<file path="config.mk">
export PLATFORM = sky130hd
export DESIGN_NAME = cdb_arb
export DESIGN_NICKNAME = d
export VERILOG_FILES = /design/src/rtl/cdb_arb.sv
export SDC_FILE = /design/constraint.sdc
export NUM_CORES = 1
export LEC_CHECK = 0
export BUFFER_PORTS_ARGS = -buffer_cell sky130_fd_sc_hd__buf_2
export CELL_PAD_IN_SITES_DETAIL_PLACEMENT = 1
export CELL_PAD_IN_SITES_GLOBAL_PLACEMENT = 2
export CORE_ASPECT_RATIO = 1.2
export CORE_UTILIZATION = 47
export CTS_BUF_LIST = sky130_fd_sc_hd__clkbuf_8
export CTS_CLUSTER_DIAMETER = 50
export DETAILED_ROUTE_END_ITERATION = 16
export GPL_TIMING_DRIVEN = 0
export PLACE_DENSITY_LB_ADDON = 0.1
export SYNTH_ARGS = -nofsm -noshare
export SYNTH_HDL_FRONTEND = slang
export SYNTH_SLANG_ARGS = --single-unit
</file>
<file path="constraint.sdc">
create_clock -name clk -period 10.4 [get_ports clk]
set_clock_uncertainty 0.05 [all_clocks]
set_input_delay 1.04 -clock clk [delete_from_list [all_inputs] [get_ports clk]]
set_output_delay 1.04 -clock clk [all_outputs]
set_load 0.01 [all_outputs]
</file>
<file path="src/rtl/cdb_arb.sv">
// CDB arbiter: per-lane result queues drained round-robin onto NUM_CDB
// registered commit lanes.
module cdb_arb #(
  parameter int NUM_REQ   = 4,
  parameter int NUM_CDB   = 2,
  parameter int DATA_LEN  = 32,
  parameter int ROBID_LEN = 6,
  parameter int QDEPTH    = 2,
  localparam int SRC_W = (NUM_REQ > 1) ? $clog2(NUM_REQ) : 1,
  localparam int OCC_W = $clog2(QDEPTH + 1)
) (
  input  logic                           clk,
  input  logic                           rst_n,
  input  logic                           flush,
  input  logic [NUM_REQ-1:0]             req_v,
  input  logic [NUM_REQ*ROBID_LEN-1:0]   req_robid,
  input  logic [NUM_REQ*DATA_LEN-1:0]    req_data,
  output logic [NUM_REQ-1:0]             req_rdy,
  output logic [NUM_CDB-1:0]             cdb_v,
  output logic [NUM_CDB*ROBID_LEN-1:0]   cdb_robid,
  output logic [NUM_CDB*DATA_LEN-1:0]    cdb_data,
  output logic [NUM_CDB*SRC_W-1:0]       cdb_src,
  output logic [NUM_REQ*OCC_W-1:0]       q_occ
);

  localparam int PTR_W = $clog2(QDEPTH);

  logic [OCC_W-1:0]     occ      [NUM_REQ];
  logic [PTR_W-1:0]     wr_ptr   [NUM_REQ];
  logic [PTR_W-1:0]     rd_ptr   [NUM_REQ];
  logic [ROBID_LEN-1:0] mem_robid[NUM_REQ][QDEPTH];
  logic [DATA_LEN-1:0]  mem_data [NUM_REQ][QDEPTH];

  logic [SRC_W-1:0]     rr_ptr, rr_nxt;
  logic [NUM_REQ-1:0]   push, grant;
  logic [NUM_CDB-1:0]   lane_v_p0;
  logic [SRC_W-1:0]     lane_src_p0  [NUM_CDB];
  logic [ROBID_LEN-1:0] lane_robid_p0[NUM_CDB];
  logic [DATA_LEN-1:0]  lane_data_p0 [NUM_CDB];

  // Readiness looks only at stored occupancy, never at this cycle's pop.
  always_comb begin
    for (int i = 0; i < NUM_REQ; i++) begin
      req_rdy[i] = (occ[i] < OCC_W'(QDEPTH));
      push[i]    = req_v[i] & req_rdy[i];
      q_occ[i*OCC_W +: OCC_W] = occ[i];
    end
  end

  // Stage p0: rotate from rr_ptr and hand the first NUM_CDB non-empty heads to lanes in order.
  always_comb begin
    int cnt;
    int idx;
    cnt       = 0;
    idx       = 0;
    grant     = '0;
    lane_v_p0 = '0;
    rr_nxt    = rr_ptr;
    for (int n = 0; n < NUM_CDB; n++) begin
      lane_src_p0[n]   = '0;
      lane_robid_p0[n] = '0;
      lane_data_p0[n]  = '0;
    end
    for (int k = 0; k < NUM_REQ; k++) begin
      idx = int'(rr_ptr) + k;
      if (idx >= NUM_REQ) idx = idx - NUM_REQ;
      if (occ[idx] != '0 && cnt < NUM_CDB) begin
        grant[idx]         = 1'b1;
        lane_v_p0[cnt]     = 1'b1;
        lane_src_p0[cnt]   = SRC_W'(idx);
        lane_robid_p0[cnt] = mem_robid[idx][rd_ptr[idx]];
        lane_data_p0[cnt]  = mem_data[idx][rd_ptr[idx]];
        rr_nxt             = (idx == NUM_REQ - 1) ? '0 : SRC_W'(idx + 1);
        cnt++;
      end
    end
  end

  // Stage p1: queue bookkeeping and registered CDB outputs.
  always_ff @(posedge clk or negedge rst_n) begin
    if (!rst_n) begin
      rr_ptr    <= '0;
      cdb_v     <= '0;
      cdb_robid <= '0;
      cdb_data  <= '0;
      cdb_src   <= '0;
      for (int i = 0; i < NUM_REQ; i++) begin
        occ[i]    <= '0;
        wr_ptr[i] <= '0;
        rd_ptr[i] <= '0;
      end
    end else if (flush) begin
      rr_ptr    <= '0;
      cdb_v     <= '0;
      cdb_robid <= '0;
      cdb_data  <= '0;
      cdb_src   <= '0;
      for (int i = 0; i < NUM_REQ; i++) begin
        occ[i]    <= '0;
        wr_ptr[i] <= '0;
        rd_ptr[i] <= '0;
      end
    end else begin
      rr_ptr <= rr_nxt;
      for (int i = 0; i < NUM_REQ; i++) begin
        if (push[i])  wr_ptr[i] <= wr_ptr[i] + 1'b1;
        if (grant[i]) rd_ptr[i] <= rd_ptr[i] + 1'b1;
        if (push[i] && !grant[i])      occ[i] <= occ[i] + 1'b1;
        else if (!push[i] && grant[i]) occ[i] <= occ[i] - 1'b1;
      end
      for (int n = 0; n < NUM_CDB; n++) begin
        cdb_v[n]                           <= lane_v_p0[n];
        cdb_robid[n*ROBID_LEN +: ROBID_LEN] <= lane_robid_p0[n];
        cdb_data[n*DATA_LEN +: DATA_LEN]    <= lane_data_p0[n];
        cdb_src[n*SRC_W +: SRC_W]           <= lane_src_p0[n];
      end
    end
  end

  // Entry storage carries no reset; occupancy alone says what is live.
  always_ff @(posedge clk) begin
    for (int i = 0; i < NUM_REQ; i++) begin
      if (push[i]) begin
        mem_robid[i][wr_ptr[i]] <= req_robid[i*ROBID_LEN +: ROBID_LEN];
        mem_data[i][wr_ptr[i]]  <= req_data[i*DATA_LEN +: DATA_LEN];
      end
    end
  end

  for (genvar i = 0; i < NUM_REQ; i++) begin : g_proto
    a_push_when_full: assert property (@(posedge clk) disable iff (!rst_n)
      !(req_v[i] && !req_rdy[i]));
  end

endmodule

</file>
== Word-level counts from Yosys, hierarchy flattened ==
Memory sizes are Yosys's and may differ from the RTL's.
Cells that the tools add are included.

* Multiplexer cells: 176
* Reductions and logical operators: 50
* Add/sub/neg operators: 29
* Equality and inequality tests: 4
* Bitwise gates (word level): 25
* Order comparisons: 47

{| class="wikitable"
|+ Operators by type and width
! cell !! number
|-
| 2-to-1 mux 32 bit || 26
|-
| 2-to-1 mux 64 bit || 8
|-
| demux 32 bit (select 1 bit) || 7
|-
| >= comparator 32 x 1 -> 1 bit (second input constant) || 7
|-
| NOT 32 bit || 7
|-
| bitwise mux 64 bit || 3
|-
| less-than comparator 32 x 3 -> 1 bit (second input constant) || 6
|-
| == test 32 x 3 -> 1 bit (second input constant) || 4
|-
| >= comparator 32 x 3 -> 1 bit (second input constant) || 4
|-
| less-than comparator 32 x 4 -> 1 bit (second input constant) || 4
|-
| 2-to-1 mux 6 bit || 20
|-
| >= comparator 32 x 2 -> 1 bit (second input constant) || 3
|-
| less-than comparator 32 x 1 -> 1 bit (second input constant) || 3
|-
| 2-to-1 mux 12 bit || 8
|-
| 2-to-1 mux 2 bit || 33
|-
| adder 32 x 2 -> 32 bit (second input constant) || 2
|-
| demux 6 bit (select 1 bit) || 7
|-
| 2-to-1 mux 4 bit || 10
|-
| bitwise mux 12 bit || 3
|-
| 2-to-1 mux 1 bit || 29
|-
| logical AND 1 bit || 25
|-
| nonzero test 2 bit || 12
|-
| binary-select mux 2 bit (select 2 bit) || 4
|-
| >= comparator 2 bit (second input constant) || 8
|-
| 26 further kinds || 88
|}

* Word-level logic and storage cells: 350
* Bits in registers: 100
* RAM bits: 304
* Input port bits: 159
* Output and inout bits: 94
* Memories kept: 2

{| class="wikitable"
|+ Memories
! name !! words !! width !! read ports !! clocked after Yosys merged registers in !! wr ports !! line !! text
|-
| mem_data || 4 || 64 || 4 || 0 || 4 || 32 || <nowiki>logic [DATA_LEN-1:0] mem_data [NUM_REQ][QDEPTH];</nowiki>
|-
| mem_robid || 4 || 12 || 4 || 0 || 4 || 31 || <nowiki>logic [ROBID_LEN-1:0] mem_robid[NUM_REQ][QDEPTH];</nowiki>
|}

== Longest topological paths before layout ==
* Word-level depth: 22
* Gate-level depth with buffers: 21
* Depth with buffers taken out: 13

== Worst setup path after synthesis ==
No wires, ideal clock.

* Path type: reg2reg
* Start: reg rr_ptr[0]
* End: reg cdb_data[42]
* Arrival: 4.665 ns
* Clock period less this slack: 4.847 ns
* Slack: 5.553 ns
* Library setup time: 0.132 ns
* Stages on the path, launching flop included: 18
* Cell sequence: dfrtp_1 inv_2 buf_1 clkbuf_1 ha_1 buf_6 mux4_2 buf_6 ha_1 nor2_4 inv_2 fa_1 nor3_2 nor2_1 nand3_1 buf_2 clkbuf_1 o21ai_1

* Word-level cells in the longest chain between the ends: 22
* Elaborated cells between the ends (all ways): 93
* Classes of those cells: add/sub: 9; order compare: 13; mux: 50; bitwise: 10; reduce/logical: 10; memory: 1

{| class="wikitable"
|+ Ends and longest elaborated chain
! element !! line !! text
|-
| start: declaration || 34 || <nowiki>logic [SRC_W-1:0] rr_ptr, rr_nxt;</nowiki>
|-
| start signal: assignment || 104 || <nowiki>rr_ptr <= rr_nxt;</nowiki>
|-
| subtractor 2 x 3 -> 4 bit / >= comparator 2 x 3 -> 1 bit (equally long branches) || 66 || <nowiki>if (idx >= NUM_REQ) idx = idx - NUM_REQ;</nowiki>
|-
| 2-to-1 mux 32 bit || 66 ||
|-
| NOT 32 bit (implied by the code) || 67 || <nowiki>if (occ[idx] != '0 && cnt < NUM_CDB) begin</nowiki>
|-
| binary-select mux 2 bit (select 2 bit) || 67 ||
|-
| 2-to-1 mux 2 bit (implied by the code) (2 in series) || 67 ||
|-
| nonzero test 2 bit || 67 ||
|-
| 2-to-1 mux 1 bit || 67 ||
|-
| less-than comparator 32 x 3 -> 1 bit || 67 ||
|-
| [5 not listed] || -- ||
|-
| NOT 32 bit (implied by the code) || 72 || <nowiki>lane_data_p0[cnt] = mem_data[idx][rd_ptr[idx]];</nowiki>
|-
| >= comparator 32 x 2 -> 1 bit (implied by the code) / less-than comparator 32 x 1 -> 1 bit (equally long branches) || 72 ||
|-
| logical AND 1 bit (implied by the code) || 72 ||
|-
| 2-to-1 mux 32 bit (implied by the code) || 72 ||
|-
| demux 32 bit (select 1 bit) || 72 ||
|-
| bitwise mux 64 bit || 72 ||
|-
| 2-to-1 mux 64 bit * || 67 ||
|-
| 2-to-1 mux 64 bit * || 92 || <nowiki>end else if (flush) begin</nowiki>
|-
| end signal: indexed assignment || 114 || <nowiki>cdb_data[n*DATA_LEN +: DATA_LEN] <= lane_data_p0[n];</nowiki>
|-
| end: declaration || 21 || <nowiki>output logic [NUM_CDB*DATA_LEN-1:0] cdb_data,</nowiki>
|}

Mark *: on every way between the ends. The rest lies on a longest branch, timed or not. The select of a mux whose other input is x is not followed.
A chain may end at the register's enable or synchronous reset.

== Final worst setup path ==
* Start: reg rr_ptr[0]
* End: reg cdb_robid[6]

* Word-level cells in the longest chain between the ends: 22
* Elaborated cells between the ends (all ways): 93
* Classes of those cells: add/sub: 9; order compare: 13; mux: 50; bitwise: 10; reduce/logical: 10; memory: 1

{| class="wikitable"
|+ Ends and longest elaborated chain
! element !! line !! text
|-
| subtractor 2 x 3 -> 4 bit / >= comparator 2 x 3 -> 1 bit (equally long branches) || 66 ||
|-
| 2-to-1 mux 32 bit || 66 ||
|-
| NOT 32 bit (implied by the code) || 67 ||
|-
| binary-select mux 2 bit (select 2 bit) || 67 ||
|-
| 2-to-1 mux 2 bit (implied by the code) (2 in series) || 67 ||
|-
| nonzero test 2 bit || 67 ||
|-
| 2-to-1 mux 1 bit || 67 ||
|-
| less-than comparator 32 x 3 -> 1 bit || 67 ||
|-
| [5 not listed] || -- ||
|-
| NOT 32 bit (implied by the code) || 71 || <nowiki>lane_robid_p0[cnt] = mem_robid[idx][rd_ptr[idx]];</nowiki>
|-
| >= comparator 32 x 2 -> 1 bit (implied by the code) / less-than comparator 32 x 1 -> 1 bit (equally long branches) || 71 ||
|-
| logical AND 1 bit (implied by the code) || 71 ||
|-
| 2-to-1 mux 6 bit (implied by the code) || 71 ||
|-
| demux 6 bit (select 1 bit) || 71 ||
|-
| bitwise mux 12 bit || 71 ||
|-
| 2-to-1 mux 12 bit * || 67 ||
|-
| 2-to-1 mux 12 bit * || 92 ||
|-
| end signal: indexed assignment || 113 || <nowiki>cdb_robid[n*ROBID_LEN +: ROBID_LEN] <= lane_robid_p0[n];</nowiki>
|-
| end: declaration || 20 || <nowiki>output logic [NUM_CDB*ROBID_LEN-1:0] cdb_robid,</nowiki>
|}

Marks and branches as above.

==> metrics.md <==
| Metric | Value |
|---|---|
| Reg2Reg Setup Slack | between 2000 and 2500 ps |
| R2R depth | 16 |
| Register area share after synthesis | 0.4960 |
| CTS Buf Count | 73 |
| Seq cells post-synth | just over 400 |
| Area growth from synthesis to layout | 16.15% |
| Largest net degree at the start of global routing | 62 |
| Final wirelength | between 90 and 100 mm |
| Non-Filler Cell Area, Final | roughly 27,000 um^2 |
| Mapped Avg Cell Area | 13.76 um^2 |
| Post-synth EDFFs | between 300 and 400 |
| Layout cell share with drive strength beyond 1 | 0.3395 |
| Vias/cell | 6.593 |
| Slew Viols, Final | 0 |
| Clock transition at path regs | ~60 ps |
| Vias in the first global route | roughly 19,000 |
| CTS Hold Bufs | 0 |
| Most frequent cells in the layout | 428 x mux2i_1, 304 x buf_2, 304 x edfxtp_1 |
| Critical Path RT | roughly 11,000 ps |
| First-pass GRT wire length | roughly 130 mm |
| Synth warnings | 0 |
| Type of the tightest min-delay check | in2async |
| Num ports | 253 |
| H-tree levels | 3 |
| Synthesized instance count | around 1,700 |
| Initial antenna violation count | 1 |
| CORE AREA | approximately 50,000 um^2 |
| PortBufs | approximately 250 |
| Drt initial violations | around 1,700 |
| Clk Latency, worst-skew pair | approximately 670 ps |
| DRC | 0 |
| Hold Vio Cnt, Final | 0 |
| Die height | around 250 um |
| ANT nets after route | 0 |
| Fin crit share | 0.8067 |
| HPWL Detailed | just over 60 mm |
| Starting Density | 0.4764 |
| Die ar. | between 50,000 and 60,000 um^2 |
| Syn Std Cell Area | 23,450 um^2 |
| Drt first pass iters | 6 |
| Mapped Nets | about 1,900 |
| CTS resizes | 0 |
| Worst r2r src | rr_ptr[0]$_DFFE_PN0P_ |
| Cell area after placement | ~26,000 um^2 |
| Final setup viols | 0 |
| Leading cell type in the layout, fill and taps excluded | mux2i_1 |
| Design Power | 0.009303 W |
| Max VDD drop | 0.1484 mV |
| Max Fclk | 119.2 MHz |
| Top_reg_cell synth | edfxtp_1 |
| RSZ-0062 raised after global routing | false |
| CP Launch Type | flop |
| Final worst slack | just over 2000 ps |
| FF-to-FF End | cdb_robid[6]$_DFF_PN0_ |
| # fillers | between 5,000 and 6,000 |
| Leakage | ~12 nW |
| Setup Crit Path Kind | reg2reg |
| Die X | 205.9 um |
| Arrival @ worst endpoint | between 8000 and 9000 ps |
| Routability cong. | a little over 0.9 |
| Status | finished, final reports clean |
| Clock sink total | between 400 and 500 |
| DR vias | ~18,000 |
| Rel. slew slack | 0.06844 |
| CTS tree | done |
| Placement Rows | 89 |
| Setup WS pre-CTS | roughly 2400 ps |
| Grt total ovfl | 0 |
| Minimum clock period after layout | between 8000 and 9000 ps |
| Avg WL per Cell | between 30 and 40 um |
| # Max-Cap Violations | 0 |
| Clock Path Buffers | 3 |
| Fin nets | between 2,000 and 2,500 |
| Setup_tns | 0 ps |
| Slew @ Worst Pin | between 1000 and 1500 ps |
| Netlist cell types | slightly above 70 |
| Postcts setup bufs | 0 |
| Clock Root Buffer | clkbuf_8 |
| Type of destination of the critical path | flop |
| Synth async-reset ratio | 0.2475 |
| Crit Path Max Fanout | 14 |
| Global Route Usage Sum | 0.3625 |
| Pwr Density | between 300 and 400 nW/um^2 |
==> worst max-delay path by stage <==
stage	from	slack, ps	to
floorplan	rr_ptr[0]$_DFFE_PN0P_	5550	cdb_data[42]$_DFF_PN0_
global placement	rr_ptr[0]$_DFFE_PN0P_	2560	cdb_robid[6]$_DFF_PN0_
detailed placement	rr_ptr[0]$_DFFE_PN0P_	2430	cdb_robid[6]$_DFF_PN0_
CTS	rr_ptr[0]$_DFFE_PN0P_	2370	cdb_robid[6]$_DFF_PN0_
global route	rr_ptr[0]$_DFFE_PN0P_	2190	cdb_robid[6]$_DFF_PN0_
finish	rr_ptr[0]$_DFFE_PN0P_	2010	cdb_robid[6]$_DFF_PN0_
==> cell type report <==
cell class | instances | area [um^2] | share of cell area
Multi-Input combinational cell | 1148 | 11130 | 0.4088
Clock inverter | 49 | 291.5 | 0.01070
Tap cell | 637 | 797.0 | 0.02926
Sequential cell | 404 | 11630 | 0.4271
Clock buffer | 85 | 1170 | 0.04295
Antenna cell | 1 | 2.502 | 0.00009188
Buffer | 140 | 678.2 | 0.02490
Timing Repair Buffer | 262 | 1486 | 0.05458
Inverter | 12 | 45.04 | 0.001654
==> flip-flops by register name (all words and copies together) (netlist names) <==
name,flops
rd_ptr,4
cdb_src,4
mem_data,256
cdb_robid,12
cdb_data,64
cdb_v,2
wr_ptr,4
mem_robid,48
rr_ptr,2
q_occ,8
==> cell families after synthesis <==
group                      after synthesis  share of synthesized area
AOI/OAI and AO/OA                      320                     0.1005
xor gates and xnor gates                16                   0.005976
adders and majority gates               13                   0.007256
buffers and inverters                  152                    0.03084
DFF                                    404                     0.4960
muxes                                  654                     0.3287
and+or+nand+nor                        145                    0.03079
==> through the flow <==
stage                     instances  hold WS [ps]  utilization
after floorplan                1704         473.7            -
after global placement         2593         490.9       0.5183
after detailed placement       2603         559.7       0.5236
after CTS                      2737         319.2       0.5533
after global routing           2737         375.3       0.5533
final                          2738         333.5       0.5534
==> worst max-delay path, cell delays in order (launching register included) <==
cell and delay (ps):
dfrtp_1 560, inv_2 350, buf_1 1030, clkbuf_1 1060
ha_1 450, buf_6 180, mux4_2 400, buf_6 190
ha_1 290, nor2_4 210, inv_2 150, fa_1 600
nor3_1 640, clkbuf_1 850, clkbuf_1 750, a22oi_1 150
o21ai_0 260
==> cell usage after synthesis (all sizes together), types with 2 or more instances <==
library cell	count	area, um^2
nand2b	3	18.77
nor2	34	137.6
o2bb2a	4	52.55
and3	2	12.51
nand4b	3	26.28
or2	5	31.28
o221ai	2	17.52
mux2i	428	4284
nand2	51	191.4
a221o	39	391.6
a21oi	50	366.6
edfxtp	304	9129
a211o	2	17.52
or3	3	18.77
xnor2	12	105.1
ha	12	150.1
buf	69	385.4
nand3	12	60.06
o22ai	76	475.5
a31oi	4	25.02
a32oi	4	35.03
nor3	10	66.32
a211oi	42	315.3
and2	4	25.02
inv	11	41.29
nor4b	2	17.52
mux2	148	1667
o211ai	4	45.05
o32ai	2	17.52
dfrtp	100	2502
nor2b	13	83.83
mux4	78	1757
o21ai	44	220.2
xor2	4	35.03
nor3b	2	26.28
clkbuf	70	284.0
a22oi	37	277.8
==> per-layer routing <==
metal | track usage | up-vias | part of all wire
li1 | - | 7501 | -
met1 | 0.4606 | 9185 | 0.40
met2 | 0.5792 | 1050 | 0.46
met3 | 0.06523 | 314 | 0.079
met4 | 0.2124 | 2 | 0.061
met5 | 0 | - | 0.00012
==> power breakdown <==
group | switching [W] | internal [W]
Sequential | 0.000176 | 0.00209
Clock | 0.000702 | 0.000821
Combinational | 0.00343 | 0.00208
Note: power is estimated with default switching activity, not from simulation.
